<file path="config.mk">
export PLATFORM = sky130hd
export DESIGN_NAME = onewire_slave_bitio_flat
export DESIGN_NICKNAME = d
export VERILOG_FILES = /design/src/rtl/onewire_slave_bitio_if.sv /design/src/rtl/onewire_slave_bitio.sv /design/src/flat_wrapper.sv
export SDC_FILE = /design/constraint.sdc
export NUM_CORES = 1
export LEC_CHECK = 0
export ABC_CLOCK_PERIOD_IN_PS = 2700
export CORE_UTILIZATION = 40
export DETAILED_ROUTE_END_ITERATION = 6
export GPL_TIMING_DRIVEN = 0
export PLACE_DENSITY_LB_ADDON = 0.15
export SLEW_MARGIN = 20
export SYNTH_ARGS = -nofsm -noshare
export SYNTH_HDL_FRONTEND = slang
export SYNTH_SLANG_ARGS = --single-unit
export TNS_END_PERCENT = 30
</file>
<file path="constraint.sdc">
create_clock -name clk -period 2.7 [get_ports clk]
set_clock_uncertainty 0.1 [all_clocks]
set_input_delay 0.54 -clock clk [delete_from_list [all_inputs] [get_ports clk]]
set_output_delay 0.54 -clock clk [all_outputs]
set_load 0.005 [all_outputs]
</file>
<file path="src/rtl/onewire_slave_bitio_if.sv">
// Bus and transfer handshake bundle between the 1-Wire slave bit engine and its client.
// The slave modport is the engine side; master is the client/bench side.
interface onewire_slave_bitio_if #(
  parameter int MAX_BITS = 8,
  parameter int NBW      = 4
);
  logic                io_i;
  logic                io_o;
  logic                od_mode;
  logic                tx_mode;
  logic                start;
  logic [NBW-1:0]      nbits;
  logic [MAX_BITS-1:0] tx_data;
  logic [MAX_BITS-1:0] rx_data;
  logic                busy;
  logic                done;
  logic                aborted;
  logic                bus_rst;
  logic                od_bus_rst;

  modport slave (
    input  io_i, od_mode, tx_mode, start, nbits, tx_data,
    output io_o, rx_data, busy, done, aborted, bus_rst, od_bus_rst
  );

  modport master (
    output io_i, od_mode, tx_mode, start, nbits, tx_data,
    input  io_o, rx_data, busy, done, aborted, bus_rst, od_bus_rst
  );
endinterface

</file>
<file path="src/rtl/onewire_slave_bitio.sv">
// 1-Wire slave bit/byte engine: filtered bus sampling, us timers, LSB-first
// rx/tx of 1..MAX_BITS bits, reset/overdrive-reset detection and presence pulse.
module onewire_slave_bitio #(
  parameter int CLK_HZ   = 50000000,
  parameter int FILT_LEN = 3,
  parameter int MAX_BITS = 8,
  parameter int NBW      = 4
) (
  input  logic                  clk,
  input  logic                  rst,
  onewire_slave_bitio_if.slave  bif
);

  localparam int TICK_DIV = CLK_HZ / 1000000;
  localparam int DW       = (TICK_DIV > 1) ? $clog2(TICK_DIV) : 1;
  localparam int FW       = $clog2(FILT_LEN + 1);

  typedef enum logic [2:0] {
    IDLE      = 3'd0,
    WAIT_FALL = 3'd1,
    TX_LOW    = 3'd2,
    WAIT_RISE = 3'd3,
    PRES_WAIT = 3'd4,
    PRES_LOW  = 3'd5
  } state_t;

  state_t              state_r, state_nx;
  logic [DW-1:0]       div_r;
  logic                tick_s;
  logic [1:0]          sync_r;
  logic [FW-1:0]       filt_cnt_r;
  logic                bus_r, fall_r, rise_r;
  logic [9:0]          low_us_r, high_us_r, slot_us_r;
  logic                io_r, io_nx;
  logic                busy_r, busy_nx;
  logic                done_r, done_nx;
  logic                aborted_r, aborted_nx;
  logic                bus_rst_r, bus_rst_nx;
  logic                od_bus_rst_r, od_bus_rst_nx;
  logic [MAX_BITS-1:0] rx_r, rx_nx;
  logic [MAX_BITS-1:0] txd_r, txd_nx;
  logic [NBW-1:0]      idx_r, idx_nx;
  logic [NBW-1:0]      nb_r, nb_nx;
  logic                od_l_r, od_l_nx;
  logic                tx_l_r, tx_l_nx;
  logic                pres_od_r, pres_od_nx;
  logic [NBW-1:0]      nbits_cl_s;
  logic                det_ok_s, std_det_s, od_det_s;
  logic                rx_bit_s, pres_enter_s;

  assign tick_s       = (div_r == DW'(TICK_DIV - 1));
  assign nbits_cl_s   = (bif.nbits > NBW'(MAX_BITS)) ? NBW'(MAX_BITS) : bif.nbits;
  // own presence low must never be mistaken for a master reset
  assign det_ok_s     = rise_r && (state_r != PRES_LOW);
  assign std_det_s    = det_ok_s && (low_us_r >= 10'd400);
  assign od_det_s     = det_ok_s && !std_det_s && bif.od_mode &&
                        (low_us_r >= 10'd40) && (low_us_r < 10'd90);
  assign rx_bit_s     = od_l_r ? (low_us_r < 10'd2) : (low_us_r < 10'd15);
  assign pres_enter_s = (state_nx == PRES_LOW) && (state_r != PRES_LOW);

  always_ff @(posedge clk) begin
    if (rst) begin
      div_r <= '0;
    end else if (tick_s) begin
      div_r <= '0;
    end else begin
      div_r <= div_r + DW'(1);
    end
  end

  // a level change is accepted only after FILT_LEN consecutive differing samples
  always_ff @(posedge clk) begin
    if (rst) begin
      sync_r     <= 2'b11;
      filt_cnt_r <= '0;
      bus_r      <= 1'b1;
      fall_r     <= 1'b0;
      rise_r     <= 1'b0;
    end else begin
      sync_r <= {sync_r[0], bif.io_i};
      fall_r <= 1'b0;
      rise_r <= 1'b0;
      if (sync_r[1] == bus_r) begin
        filt_cnt_r <= '0;
      end else if (filt_cnt_r == FW'(FILT_LEN - 1)) begin
        filt_cnt_r <= '0;
        bus_r      <= sync_r[1];
        fall_r     <= ~sync_r[1];
        rise_r     <= sync_r[1];
      end else begin
        filt_cnt_r <= filt_cnt_r + FW'(1);
      end
    end
  end

  always_ff @(posedge clk) begin
    if (rst) begin
      low_us_r  <= 10'd0;
      high_us_r <= 10'd0;
      slot_us_r <= 10'd0;
    end else begin
      if (fall_r) begin
        low_us_r <= 10'd0;
      end else if (tick_s && !bus_r && (low_us_r != 10'h3FF)) begin
        low_us_r <= low_us_r + 10'd1;
      end
      if (rise_r) begin
        high_us_r <= 10'd0;
      end else if (tick_s && bus_r && (high_us_r != 10'h3FF)) begin
        high_us_r <= high_us_r + 10'd1;
      end
      // presence length is timed from our own drive, not from the master's reset fall
      if (fall_r || pres_enter_s) begin
        slot_us_r <= 10'd0;
      end else if (tick_s && (state_r != IDLE) && (slot_us_r != 10'h3FF)) begin
        slot_us_r <= slot_us_r + 10'd1;
      end
    end
  end

  always_ff @(posedge clk) begin
    if (rst) begin
      state_r      <= IDLE;
      io_r         <= 1'b1;
      busy_r       <= 1'b0;
      done_r       <= 1'b0;
      aborted_r    <= 1'b0;
      bus_rst_r    <= 1'b0;
      od_bus_rst_r <= 1'b0;
      rx_r         <= '0;
      txd_r        <= '0;
      idx_r        <= '0;
      nb_r         <= '0;
      od_l_r       <= 1'b0;
      tx_l_r       <= 1'b0;
      pres_od_r    <= 1'b0;
    end else begin
      state_r      <= state_nx;
      io_r         <= io_nx;
      busy_r       <= busy_nx;
      done_r       <= done_nx;
      aborted_r    <= aborted_nx;
      bus_rst_r    <= bus_rst_nx;
      od_bus_rst_r <= od_bus_rst_nx;
      rx_r         <= rx_nx;
      txd_r        <= txd_nx;
      idx_r        <= idx_nx;
      nb_r         <= nb_nx;
      od_l_r       <= od_l_nx;
      tx_l_r       <= tx_l_nx;
      pres_od_r    <= pres_od_nx;
    end
  end

  always_comb begin
    state_nx      = state_r;
    io_nx         = 1'b1;
    busy_nx       = busy_r;
    done_nx       = 1'b0;
    aborted_nx    = 1'b0;
    bus_rst_nx    = 1'b0;
    od_bus_rst_nx = 1'b0;
    rx_nx         = rx_r;
    txd_nx        = txd_r;
    idx_nx        = idx_r;
    nb_nx         = nb_r;
    od_l_nx       = od_l_r;
    tx_l_nx       = tx_l_r;
    pres_od_nx    = pres_od_r;
    if (std_det_s || od_det_s) begin
      bus_rst_nx    = std_det_s;
      od_bus_rst_nx = od_det_s;
      pres_od_nx    = od_det_s;
      done_nx       = busy_r;
      aborted_nx    = busy_r;
      busy_nx       = 1'b0;
      state_nx      = PRES_WAIT;
    end else begin
      case (state_r)
        IDLE: begin
          if (bif.start && !busy_r) begin
            nb_nx   = nbits_cl_s;
            txd_nx  = bif.tx_data;
            od_l_nx = bif.od_mode;
            tx_l_nx = bif.tx_mode;
            rx_nx   = '0;
            idx_nx  = '0;
            if (nbits_cl_s == '0) begin
              done_nx = 1'b1;
            end else begin
              busy_nx  = 1'b1;
              state_nx = WAIT_FALL;
            end
          end else begin
            state_nx = IDLE;
          end
        end
        WAIT_FALL: begin
          if (fall_r) begin
            if (tx_l_r && !txd_r[0]) begin
              io_nx    = 1'b0;
              state_nx = TX_LOW;
            end else begin
              state_nx = WAIT_RISE;
            end
          end else begin
            state_nx = WAIT_FALL;
          end
        end
        TX_LOW: begin
          if (slot_us_r >= (od_l_r ? 10'd3 : 10'd30)) begin
            state_nx = WAIT_RISE;
          end else begin
            io_nx = 1'b0;
          end
        end
        WAIT_RISE: begin
          if (rise_r) begin
            if (!tx_l_r) begin
              for (int i = 0; i < MAX_BITS; i++) begin
                rx_nx[i] = (idx_r == NBW'(i)) ? rx_bit_s : rx_r[i];
              end
            end else begin
              rx_nx = rx_r;
            end
            txd_nx = txd_r >> 1;
            idx_nx = idx_r + NBW'(1);
            if ((idx_r + NBW'(1)) == nb_r) begin
              done_nx  = 1'b1;
              busy_nx  = 1'b0;
              state_nx = IDLE;
            end else begin
              state_nx = WAIT_FALL;
            end
          end else begin
            state_nx = WAIT_RISE;
          end
        end
        PRES_WAIT: begin
          if (fall_r) begin
            state_nx = IDLE;
          end else if (high_us_r >= (pres_od_r ? 10'd3 : 10'd20)) begin
            io_nx    = 1'b0;
            state_nx = PRES_LOW;
          end else begin
            state_nx = PRES_WAIT;
          end
        end
        PRES_LOW: begin
          if (slot_us_r >= (pres_od_r ? 10'd10 : 10'd120)) begin
            state_nx = IDLE;
          end else begin
            io_nx = 1'b0;
          end
        end
        default: begin
          state_nx = IDLE;
        end
      endcase
    end
  end

  assign bif.io_o       = io_r;
  assign bif.busy       = busy_r;
  assign bif.done       = done_r;
  assign bif.aborted    = aborted_r;
  assign bif.bus_rst    = bus_rst_r;
  assign bif.od_bus_rst = od_bus_rst_r;
  assign bif.rx_data    = rx_r;

endmodule

</file>
<file path="src/flat_wrapper.sv">
// flat-port wrapper written by rule: the top's interface ports become plain ports
module onewire_slave_bitio_flat 
#(
  parameter int CLK_HZ   = 50000000,
  parameter int FILT_LEN = 3,
  parameter int MAX_BITS = 8,
  parameter int NBW      = 4
)
  (clk, rst, bif_io_i, bif_od_mode, bif_tx_mode, bif_start, bif_nbits, bif_tx_data, bif_io_o, bif_rx_data, bif_busy, bif_done, bif_aborted, bif_bus_rst, bif_od_bus_rst);
  onewire_slave_bitio_if #(.MAX_BITS(MAX_BITS), .NBW(NBW)) bif_i ();
  input  logic clk;
  input  logic rst;
  input wire logic [$bits(bif_i.io_i)-1:0] bif_io_i;
  input wire logic [$bits(bif_i.od_mode)-1:0] bif_od_mode;
  input wire logic [$bits(bif_i.tx_mode)-1:0] bif_tx_mode;
  input wire logic [$bits(bif_i.start)-1:0] bif_start;
  input wire logic [$bits(bif_i.nbits)-1:0] bif_nbits;
  input wire logic [$bits(bif_i.tx_data)-1:0] bif_tx_data;
  output wire logic [$bits(bif_i.io_o)-1:0] bif_io_o;
  output wire logic [$bits(bif_i.rx_data)-1:0] bif_rx_data;
  output wire logic [$bits(bif_i.busy)-1:0] bif_busy;
  output wire logic [$bits(bif_i.done)-1:0] bif_done;
  output wire logic [$bits(bif_i.aborted)-1:0] bif_aborted;
  output wire logic [$bits(bif_i.bus_rst)-1:0] bif_bus_rst;
  output wire logic [$bits(bif_i.od_bus_rst)-1:0] bif_od_bus_rst;
  assign bif_i.io_i = bif_io_i;
  assign bif_i.od_mode = bif_od_mode;
  assign bif_i.tx_mode = bif_tx_mode;
  assign bif_i.start = bif_start;
  assign bif_i.nbits = bif_nbits;
  assign bif_i.tx_data = bif_tx_data;
  assign bif_io_o = bif_i.io_o;
  assign bif_rx_data = bif_i.rx_data;
  assign bif_busy = bif_i.busy;
  assign bif_done = bif_i.done;
  assign bif_aborted = bif_i.aborted;
  assign bif_bus_rst = bif_i.bus_rst;
  assign bif_od_bus_rst = bif_i.od_bus_rst;
  onewire_slave_bitio #(.CLK_HZ(CLK_HZ), .FILT_LEN(FILT_LEN), .MAX_BITS(MAX_BITS), .NBW(NBW)) u_core (.clk(clk), .rst(rst), .bif(bif_i));
endmodule
</file>
# After elaboration in Yosys (flattened, before gate mapping)
# Cells that the tools add are included.
# Widths: inputs -> output; s select.
[totals]
reg_bits = 79
inputBits = 18
output_inout_bits = 14
elab_cells = 182
[op_classes]
n_addsub = 6
order_cmp = 9
n_eq_ne = 34
muxes = 53
n_bitwise = 4
n_reduce_logical = 46
[op_table]
columns = ["op", "count"]
rows = [
  ["$reduce_and 6->1", 8],
  ["$mux 8", 5],
  ["$pmux 8 s2", 2],
  ["$add 10x1->10 const B", 3],
  ["$ge 10x10->1", 3],
  ["$ne 10x10->1 const B", 3],
  ["$mux 1", 27],
  ["$ne 2x1->1 const B", 11],
  ["$mux 3", 6],
  ["$pmux 3 s6", 1],
  ["$eq 4x3->1 const B", 4],
  ["$logic_and 1x1->1", 15],
  ["$mux 4", 3],
  ["$reduce_or 2->1", 6],
  ["$ge 10x6->1 const B", 1],
  ["$ge 10x9->1 const B", 1],
  ["$lt 10x2->1 const B", 1],
  ["$lt 10x4->1 const B", 1],
  ["$lt 10x7->1 const B", 1],
  ["$mux 5", 2],
  ["$eq 3x3->1 const B", 3],
  ["$eq 4x2->1 const B", 2],
  ["$logic_not 4->1", 2],
  ["$pmux 4 s2", 1],
  ["28 further kinds", 40],
]

# Logic depth before layout (Yosys ltp)
# Gate-level depths: netlist of the first run.
[logic_depth]
ltp_word = 14
depth_mapped = 8
mapped_depth_nobuf = 8

# Worst setup path before layout of the first run
# No wires, ideal clock.
[synth_path]
path_type = "register to register"
startpoint = "reg u_core.pres_od_r"
endpoint = "reg u_core.slot_us_r[4]"
setup_time_ns = 0.088
t_arrival_ns = 2.025
t_required_ns = 2.512
setup_slack_ns = 0.487
path_stages_with_launch = 8
n_path_buf = 0
synth_period_minus_slack_ns = 2.213
cell_sequence = "dfxtp_1 -> ha_1 -> nand2b_1 -> a2111oi_4 -> o21ai_1 -> a31oi_2 -> a311oi_4 -> nor4b_2"
[synth_between]
elab_chain_len = 10
elab_cells_between_ends = 13
cone_classes = "2 x order compare; 1 x eq/ne; 7 x mux; 3 x reduce/logical"
[synth_rtl]
columns = ["item", "line_no", "rtl"]
rows = [
  ["start: declaration", "onewire_slave_bitio.sv:46", "logic pres_od_r, pres_od_nx;"],
  ["start signal: assignment", "onewire_slave_bitio.sv:151", "pres_od_r <= pres_od_nx;"],
  ["$mux 5", "onewire_slave_bitio.sv:242", "end else if (high_us_r >= (pres_od_r ? 10'd3 : 10'd20)) begin"],
  ["$ge 10x10->1", "onewire_slave_bitio.sv:242", ""],
  ["$mux 1", "onewire_slave_bitio.sv:242", ""],
  ["$mux 3", "onewire_slave_bitio.sv:240", "if (fall_r) begin"],
  ["$pmux 3 s6 (*)", "onewire_slave_bitio.sv:179", "case (state_r)"],
  ["$mux 3 (*)", "onewire_slave_bitio.sv:170", "if (std_det_s || od_det_s) begin"],
  ["$eq 3x3->1 (*)", "onewire_slave_bitio.sv:59", "assign pres_enter_s = (state_nx == PRES_LOW) && (state_r != PRES_LOW);"],
  ["$logic_and 1x1->1 (*)", "onewire_slave_bitio.sv:59", ""],
  ["$logic_or 1x1->1 (*)", "onewire_slave_bitio.sv:113", "if (fall_r || pres_enter_s) begin"],
  ["$reduce_or 2->1 (no source line) (*)", "-", ""],
  ["end signal: assignment", "onewire_slave_bitio.sv:116", "slot_us_r <= slot_us_r + 10'd1;"],
  ["end: declaration", "onewire_slave_bitio.sv:33", "logic [9:0] low_us_r, high_us_r, slot_us_r;"],
]
# Every way passes the cells marked *; elsewhere a longest branch is shown, timed or not.
# A chain may end at the register's enable or synchronous reset.

# Worst setup path after layout of the first run
[layout_path]
startpoint = "reg u_core.idx_r[0]"
endpoint = "reg u_core.slot_us_r[4]"
[layout_between]
elab_chain_len = 10
[layout_rtl]
columns = ["item", "line_no", "rtl"]
rows = [
  ["start: declaration", "onewire_slave_bitio.sv:42", "logic [NBW-1:0] idx_r, idx_nx;"],
  ["start signal: assignment", "onewire_slave_bitio.sv:147", "idx_r <= idx_nx;"],
  ["$add 4x1->4", "onewire_slave_bitio.sv:228", "if ((idx_r + NBW'(1)) == nb_r) begin"],
  ["$eq 4x4->1", "onewire_slave_bitio.sv:228", ""],
  ["$mux 1", "onewire_slave_bitio.sv:228", ""],
  ["$mux 2", "onewire_slave_bitio.sv:218", "if (rise_r) begin"],
  ["$pmux 3 s6", "onewire_slave_bitio.sv:179", ""],
  ["$mux 3", "onewire_slave_bitio.sv:170", ""],
  ["$eq 3x3->1", "onewire_slave_bitio.sv:59", ""],
  ["$logic_and 1x1->1", "onewire_slave_bitio.sv:59", ""],
  ["$logic_or 1x1->1", "onewire_slave_bitio.sv:113", ""],
  ["$reduce_or 2->1 (no source line)", "-", ""],
]
# No other way between the ends.

==> impl_metrics.json, run 1 <==
{
  "status": "finished clean",
  "hold_viol_final": 0,
  "report.final.slew_viol_count": 0,
  "antenna_cells": 0,
  "synthArstFlopShare": 0,
  "die-area_um2": 10800,
  "die_x_um": 104,
  "worstHoldStart": "u_core.filt_cnt_r[0]",
  "yosysTopAreaCell": "dfxtp_1",
  "yosysTopAreaCellShare": 0.382,
  "synth_common_cells": "dfxtp_1, nor2_1, nand2_1",
  "maxSlewHeadroom": 0.517,
  "synthDistinctLibCells": 71,
  "drive_above_1_share": 0.101,
  "synth.mux.area_fraction": 0.0145,
  "max_freq_mhz": 411,
  "path_cells": "inv_1 -> ha_1 -> xnor2_1 -> nand3_1 -> o2bb2ai_1 -> a31oi_2 -> a311oi_4 -> nor4b_2",
  "min_path_type": "flip-flop to flip-flop",
  "finalCritPeriodShare": 0.902,
  "crit_start": "u_core.idx_r[0]",
  "place_congestion": 0.776,
  "regArea_um2": 1580,
  "synth_edf_count": 0,
  "critical_path_required_ns": 2.82,
  "hold_slack_ns": 0.317,
  "crit_path_max_incr_delay_ns": 0.60,
  "ys_ff_latch": 79,
  "arrival_ns": 2.56,
  "grt_setup_unrepaired": "false",
  "cts.htree.levels": 3,
  "synth_area_per_cell_um2": 8.81,
  "areaGrowthSynthToFinish_pct": 17.4,
  "maxCapViolCount": 0,
  "crit_type": "flip-flop to flip-flop",
  "grt_pass1_wl_mm": 15.5,
  "row_count": 36,
  "leakagePower_nw": 1.79,
  "syn-num-nets": 510,
  "setup_viol": 0,
  "remaining_drc_errors": 0,
  "utilization": 0.491,
  "slowest_stage": "a311oi_4",
  "coreArea_um2": 9910,
  "postCtsHoldBufs": 0,
  "worstPathMaxFanout": 10,
  "synthesis.area_um2": 4140,
  "synthTopCellsByArea": "dfxtp_1, ha_1, nor2_1",
  "vias_per_cell": 5.22,
  "cts_buffers": 9,
  "fillers": 1015,
  "ys_seq_area_frac": 0.382,
  "cp-end-kind": "flip-flop",
  "cts.sinks": 79,
  "start_util": 0.418,
  "path_clk_slew_ns": 0.09,
  "clock-root-buffer": "clkbuf_8",
  "first_pass_iters": 4,
  "dp_hpwl_mm": 6.65,
  "synth_top_family_by_area": "simple AND/OR/NAND/NOR gates",
  "num-nets-final": 552,
  "synthAdderAreaFrac": 0.0665,
  "cts_buffer_depth": 2,
  "synthSimpleGateAreaFrac": 0.281,
  "r2r-start": "u_core.idx_r[0]",
  "synth_compound_area_frac": 0.149,
  "synth_xor_area_frac": 0.0698,
  "fin_crit_ns": 2.44,
  "place.port_buffers": 31,
  "clock_latency_ns": 0.37,
  "yosysWarnings": 0,
  "crit_path_start_kind": "flip-flop",
  "grt_max_degree": 15,
  "multiInputGateArea_um2": 2400,
  "routed_wl_mm": 8.91,
  "power_density_nw_per_um2": 509,
  "antenna_found_initial": 0,
  "overflow": 0,
  "synth_ff_type": "dfxtp_1",
  "grt_usage": 0.176,
  "ioPinCount": 32,
  "die_y_um": 104,
  "synthesis.instances": 470,
  "ir_drop_mv": 0.316,
  "drt_first_iter_violations": 84,
  "tritoncts": "yes",
  "vias": 3394,
  "worstMarginPinSlew_ns": 0.720,
  "drtAntennaViolNets": 0,
  "synthMostInstantiatedCell": "dfxtp_1",
  "route.detailed.wl_per_inst_um": 13.7,
  "grt_pass1_vias": 3238
}
-- placed cells by master, fill, tap and decap left out, drive strengths merged, types with 19 or more instances in the layout --
master / n
a21oi: 25
dfxtp: 79
ha: 22
nand3: 20
nor3: 19
xnor2: 20
clkdlybuf4s50: 31
nand2: 38
nor2: 54
clkbuf: 21
-- registers in the layout, summed over array words and instances (netlist names), 2 cells and up --
register,cells
u_core.slot_us_r,10
u_core.low_us_r,10
u_core.sync_r,2
u_core.high_us_r,10
u_core.txd_r,8
u_core.div_r,6
u_core.state_r,3
u_core.nb_r,4
u_core.idx_r,4
u_core.bif.rx_data,8
u_core.filt_cnt_r,2
-- cell families after synthesis --
group                      count (synthesis)
AOI/OAI and AO/OA                         85
xor gates and xnor gates                  33
adders and majority gates                 22
buffers and inverters                     32
DFF                                       79
muxes                                      6
and+or+nand+nor                          213
-- routing by layer --
layer / GRT usage / wire, um / vias to the layer above
li1: - / - / 1776
met1: 0.237 / 4530 / 1578
met2: 0.283 / 4080 / 34
met3: 0.0378 / 225 / 6
met4: 0.0551 / 72 / 0
met5: 0 / 0 / -
-- worst max-delay path, delay by kind of cell, from the launching register on --
family | cells | cell delay [ns]
xor+xnor | 1 | 0.14
compound gates | 3 | 0.83
buf+inv | 1 | 0.13
fa+ha+maj | 1 | 0.35
simple gates | 2 | 0.27
flops | 1 | 0.46
-- cell type report --
type / instances / area share
plain buffers: 20 / 0.0224
clock buffers: 10 / 0.0263
clock inverters: 6 / 0.0239
inverters: 12 / 0.00927
multi-input cells: 359 / 0.494
flip-flops and latches: 79 / 0.326
well taps: 133 / 0.0342
repair buffers: 31 / 0.0638
-- per-stage QoR --
step | cell area [um2] | worst slack, ns | total power [mW] | std cells | setup TNS (ns)
4_1_cts | 4860 | 0.139 | 2.52 | 650 | 0
5_1_grt | 4860 | 0.105 | 2.58 | 650 | 0
3_5_place_dp | 4620 | -0.0145 | 1.42 | 634 | -0.0391
2_1_floorplan | 4140 | 0.487 | 1.35 | 470 | 0
3_3_place_gp | 4620 | -0.0266 | 1.42 | 634 | -0.0672
6_report | 4860 | 0.265 | 2.48 | 650 | 0
-- power by group --
part	switching, mW	internal, mW	total, mW
Combinational	0.0996	0.0824	0.182
Clock	0.461	0.623	1.08
Sequential	0.0194	1.19	1.21
Total	0.580	1.90	2.48
-- worst paths after layout --
check,slack (ns),cells after the start,endpoint
hold reg to reg,0.32,1,u_core.filt_cnt_r[0]
setup reg to reg,0.26,8,u_core.slot_us_r[4]
hold / removal,0.32,1,u_core.filt_cnt_r[0]
setup / recovery,0.26,8,u_core.slot_us_r[4]
-- what timing repair did --
action | in CTS | in global routing
buffers inserted | 0 | 0
gates resized for setup | 0 | 1
setup endpoints to repair | 0 | 2
(Power assumes the default switching activity.)
==> run 2: changes to the inputs <==
--- a/config.mk
+++ b/config.mk
@@ -6,6 +6,7 @@
 export NUM_CORES = 1
 export LEC_CHECK = 0
 export ABC_CLOCK_PERIOD_IN_PS = 2700
+export CAP_MARGIN = 30
 export CORE_UTILIZATION = 40
 export DETAILED_ROUTE_END_ITERATION = 6
 export GPL_TIMING_DRIVEN = 0
==> constraint.sdc (replaced) <==
create_clock -name clk -period 2.7 [get_ports clk]
set_clock_uncertainty 0.1 [all_clocks]
set_input_delay 0.81 -clock clk [delete_from_list [all_inputs] [get_ports clk]]
set_output_delay 0.81 -clock clk [all_outputs]
set_load 0.005 [all_outputs]
==> run 2 against run 1 <==
Sequential cell count unchanged. Largest cell class unchanged. Total power increased by 0.30%. Register-to-register slack got worse by 0.10 ns. Hold slack about the same. Core utilization increased by 0.27 points. Critical path depth decreased by 1. Clock power about the same.
==> impl_metrics.json, run 2 (synthesis gave the netlist of run 1 again) <==
{
  "grt_pass1_vias": 3238,
  "p_int_mw": 1.90,
  "status": "finished clean",
  "place.port_buffers": 31,
  "r2r_slack_ns": 0.16,
  "overflow": 0,
  "largestRegisters": "u_core.high_us_r: 10 flops, u_core.low_us_r: 10 flops, u_core.slot_us_r: 10 flops",
  "final_cell_mix": "dfxtp_1, nor2_1, nand2_1",
  "remaining_drc_errors": 0,
  "cp_top_family": "simple AND/OR/NAND/NOR gates",
  "drive_above_1_share": 0.102,
  "grt_max_degree": 15,
  "leakagePower_nw": 1.79,
  "setup_viol": 0,
  "maxSlewHeadroom": 0.511,
  "num-nets-final": 553,
  "antenna_cells": 0,
  "stdcell_count": 651,
  "cts_buffers": 9,
  "seqPwrFrac": 0.488,
  "path_cells": "clkdlybuf4s50_1 -> or4_4 -> nor2_1 -> o2bb2ai_1 -> a31oi_4 -> a311oi_4 -> nor4b_2",
  "fin_crit_ns": 2.55,
  "report.final.slew_viol_count": 0,
  "areaGrowthSynthToFinish_pct": 18.1,
  "dp.cells": 634,
  "die_y_um": 104,
  "hold_viol_final": 0,
  "critPathBufInv": 1,
  "grt_pass1_wl_mm": 15.5,
  "cts_setup_buffers": 0,
  "tritoncts": "yes",
  "fillers": 1011,
  "cts_buffer_depth": 2,
  "clkPwrFrac": 0.437,
  "min_path_type": "flip-flop to flip-flop",
  "place_congestion": 0.776,
  "coreArea_um2": 9910,
  "worstPathMaxFanout": 5,
  "maxCapViolCount": 0,
  "grt_setup_unrepaired": "false",
  "slowest_stage": "or4_4",
  "clock-root-buffer": "clkbuf_8",
  "ioPinCount": 32,
  "antenna_found_initial": 0,
  "ir_drop_mv": 0.317,
  "switching_share": 0.236,
  "row_count": 36,
  "die_x_um": 104,
  "arrival_ns": 2.73,
  "dp_hpwl_mm": 6.65,
  "clock_latency_ns": 0.37,
  "vias": 3418,
  "worstMarginPinSlew_ns": 0.729,
  "crit_type": "primary input to flip-flop",
  "cp-end-kind": "flip-flop",
  "power_density_nw_per_um2": 508,
  "crit_path_max_incr_delay_ns": 0.57,
  "crit_path_start_kind": "primary input",
  "start_util": 0.418,
  "total_power_mw": 2.48,
  "final_common_cell": "dfxtp_1",
  "routed_wl_mm": 9.10,
  "finalCritPeriodShare": 0.945,
  "cts.htree.levels": 3,
  "hold_slack_ns": 0.317,
  "first_pass_iters": 4,
  "die-area_um2": 10800,
  "max_freq_mhz": 392,
  "vias_per_cell": 5.25,
  "drt_first_iter_violations": 107,
  "p_switching_mw": 0.586,
  "p_comb_frac": 0.075,
  "grt_usage": 0.176,
  "utilization": 0.493,
  "cts.sinks": 79,
  "drtAntennaViolNets": 0,
  "route.detailed.wl_per_inst_um": 14.0,
  "critical_path_required_ns": 2.88,
  "path_clk_slew_ns": 0.09
}
## run 2: layer usage
layer  global-route usage  share of wire  up-vias
li1                     -              -     1779
met1                0.237           0.50     1593
met2                0.283           0.46       39
met3               0.0378          0.026        7
met4               0.0551          0.011        0
met5                    0              0        -
## run 2: worst register-to-register path: cells and delay by family, from the launching register on
family                   cells  cell delay, ns
AND/OR/NAND/NOR              2            0.46
flip-flops                   1            0.57
AO/OA/AOI/OAI                4            1.03
adder cells (fa/ha/maj)      1            0.30
## run 2: power groups by stage
stage,combinational [mW],clock [mW],sequential (mW)
after floorplan,0.116,0,1.23
after global placement,0.180,0,1.24
after detailed placement,0.183,0,1.24
after CTS,0.184,1.12,1.21
after global routing,0.209,1.16,1.22
final,0.187,1.09,1.21
## run 2: path summary, 6_finish.rpt
check,from,endpoint,depth (start not counted)
worst max-delay path,bif_nbits[0],u_core.slot_us_r[4],7
worst min-delay path,u_core.filt_cnt_r[0],u_core.filt_cnt_r[0],1
worst max register to register,u_core.pres_od_r,u_core.slot_us_r[4],7
worst min register to register,u_core.filt_cnt_r[0],u_core.filt_cnt_r[0],1
## run 2: through the flow
stage                     setup slack (ns)  TNS, ns  cell area, um2
after floorplan                      0.330        0            4140
after global placement              -0.297    -2.51            4620
after detailed placement            -0.284    -2.84            4620
after CTS                           0.0813        0            4860
after global routing               0.00417        0            4890
final                                0.149        0            4890
## run 2: cell type report
| class | instances | area (um2) | share of cell area |
|---|---|---|---|
| clock buffer | 10 | 128 | 0.0261 |
| multi-input combinational | 360 | 2430 | 0.497 |
| clock inverter | 6 | 116 | 0.0238 |
| inverter | 12 | 45.0 | 0.00922 |
| timing repair buffer | 31 | 310 | 0.0635 |
| buffer | 20 | 109 | 0.0223 |
| tap | 133 | 166 | 0.0341 |
| sequential | 79 | 1580 | 0.324 |
## run 2: what timing repair did
item	4_1_cts	5_1_grt
gates resized for setup	0	3
endpoints found under the setup margin	0	2
hold buffers	0	0
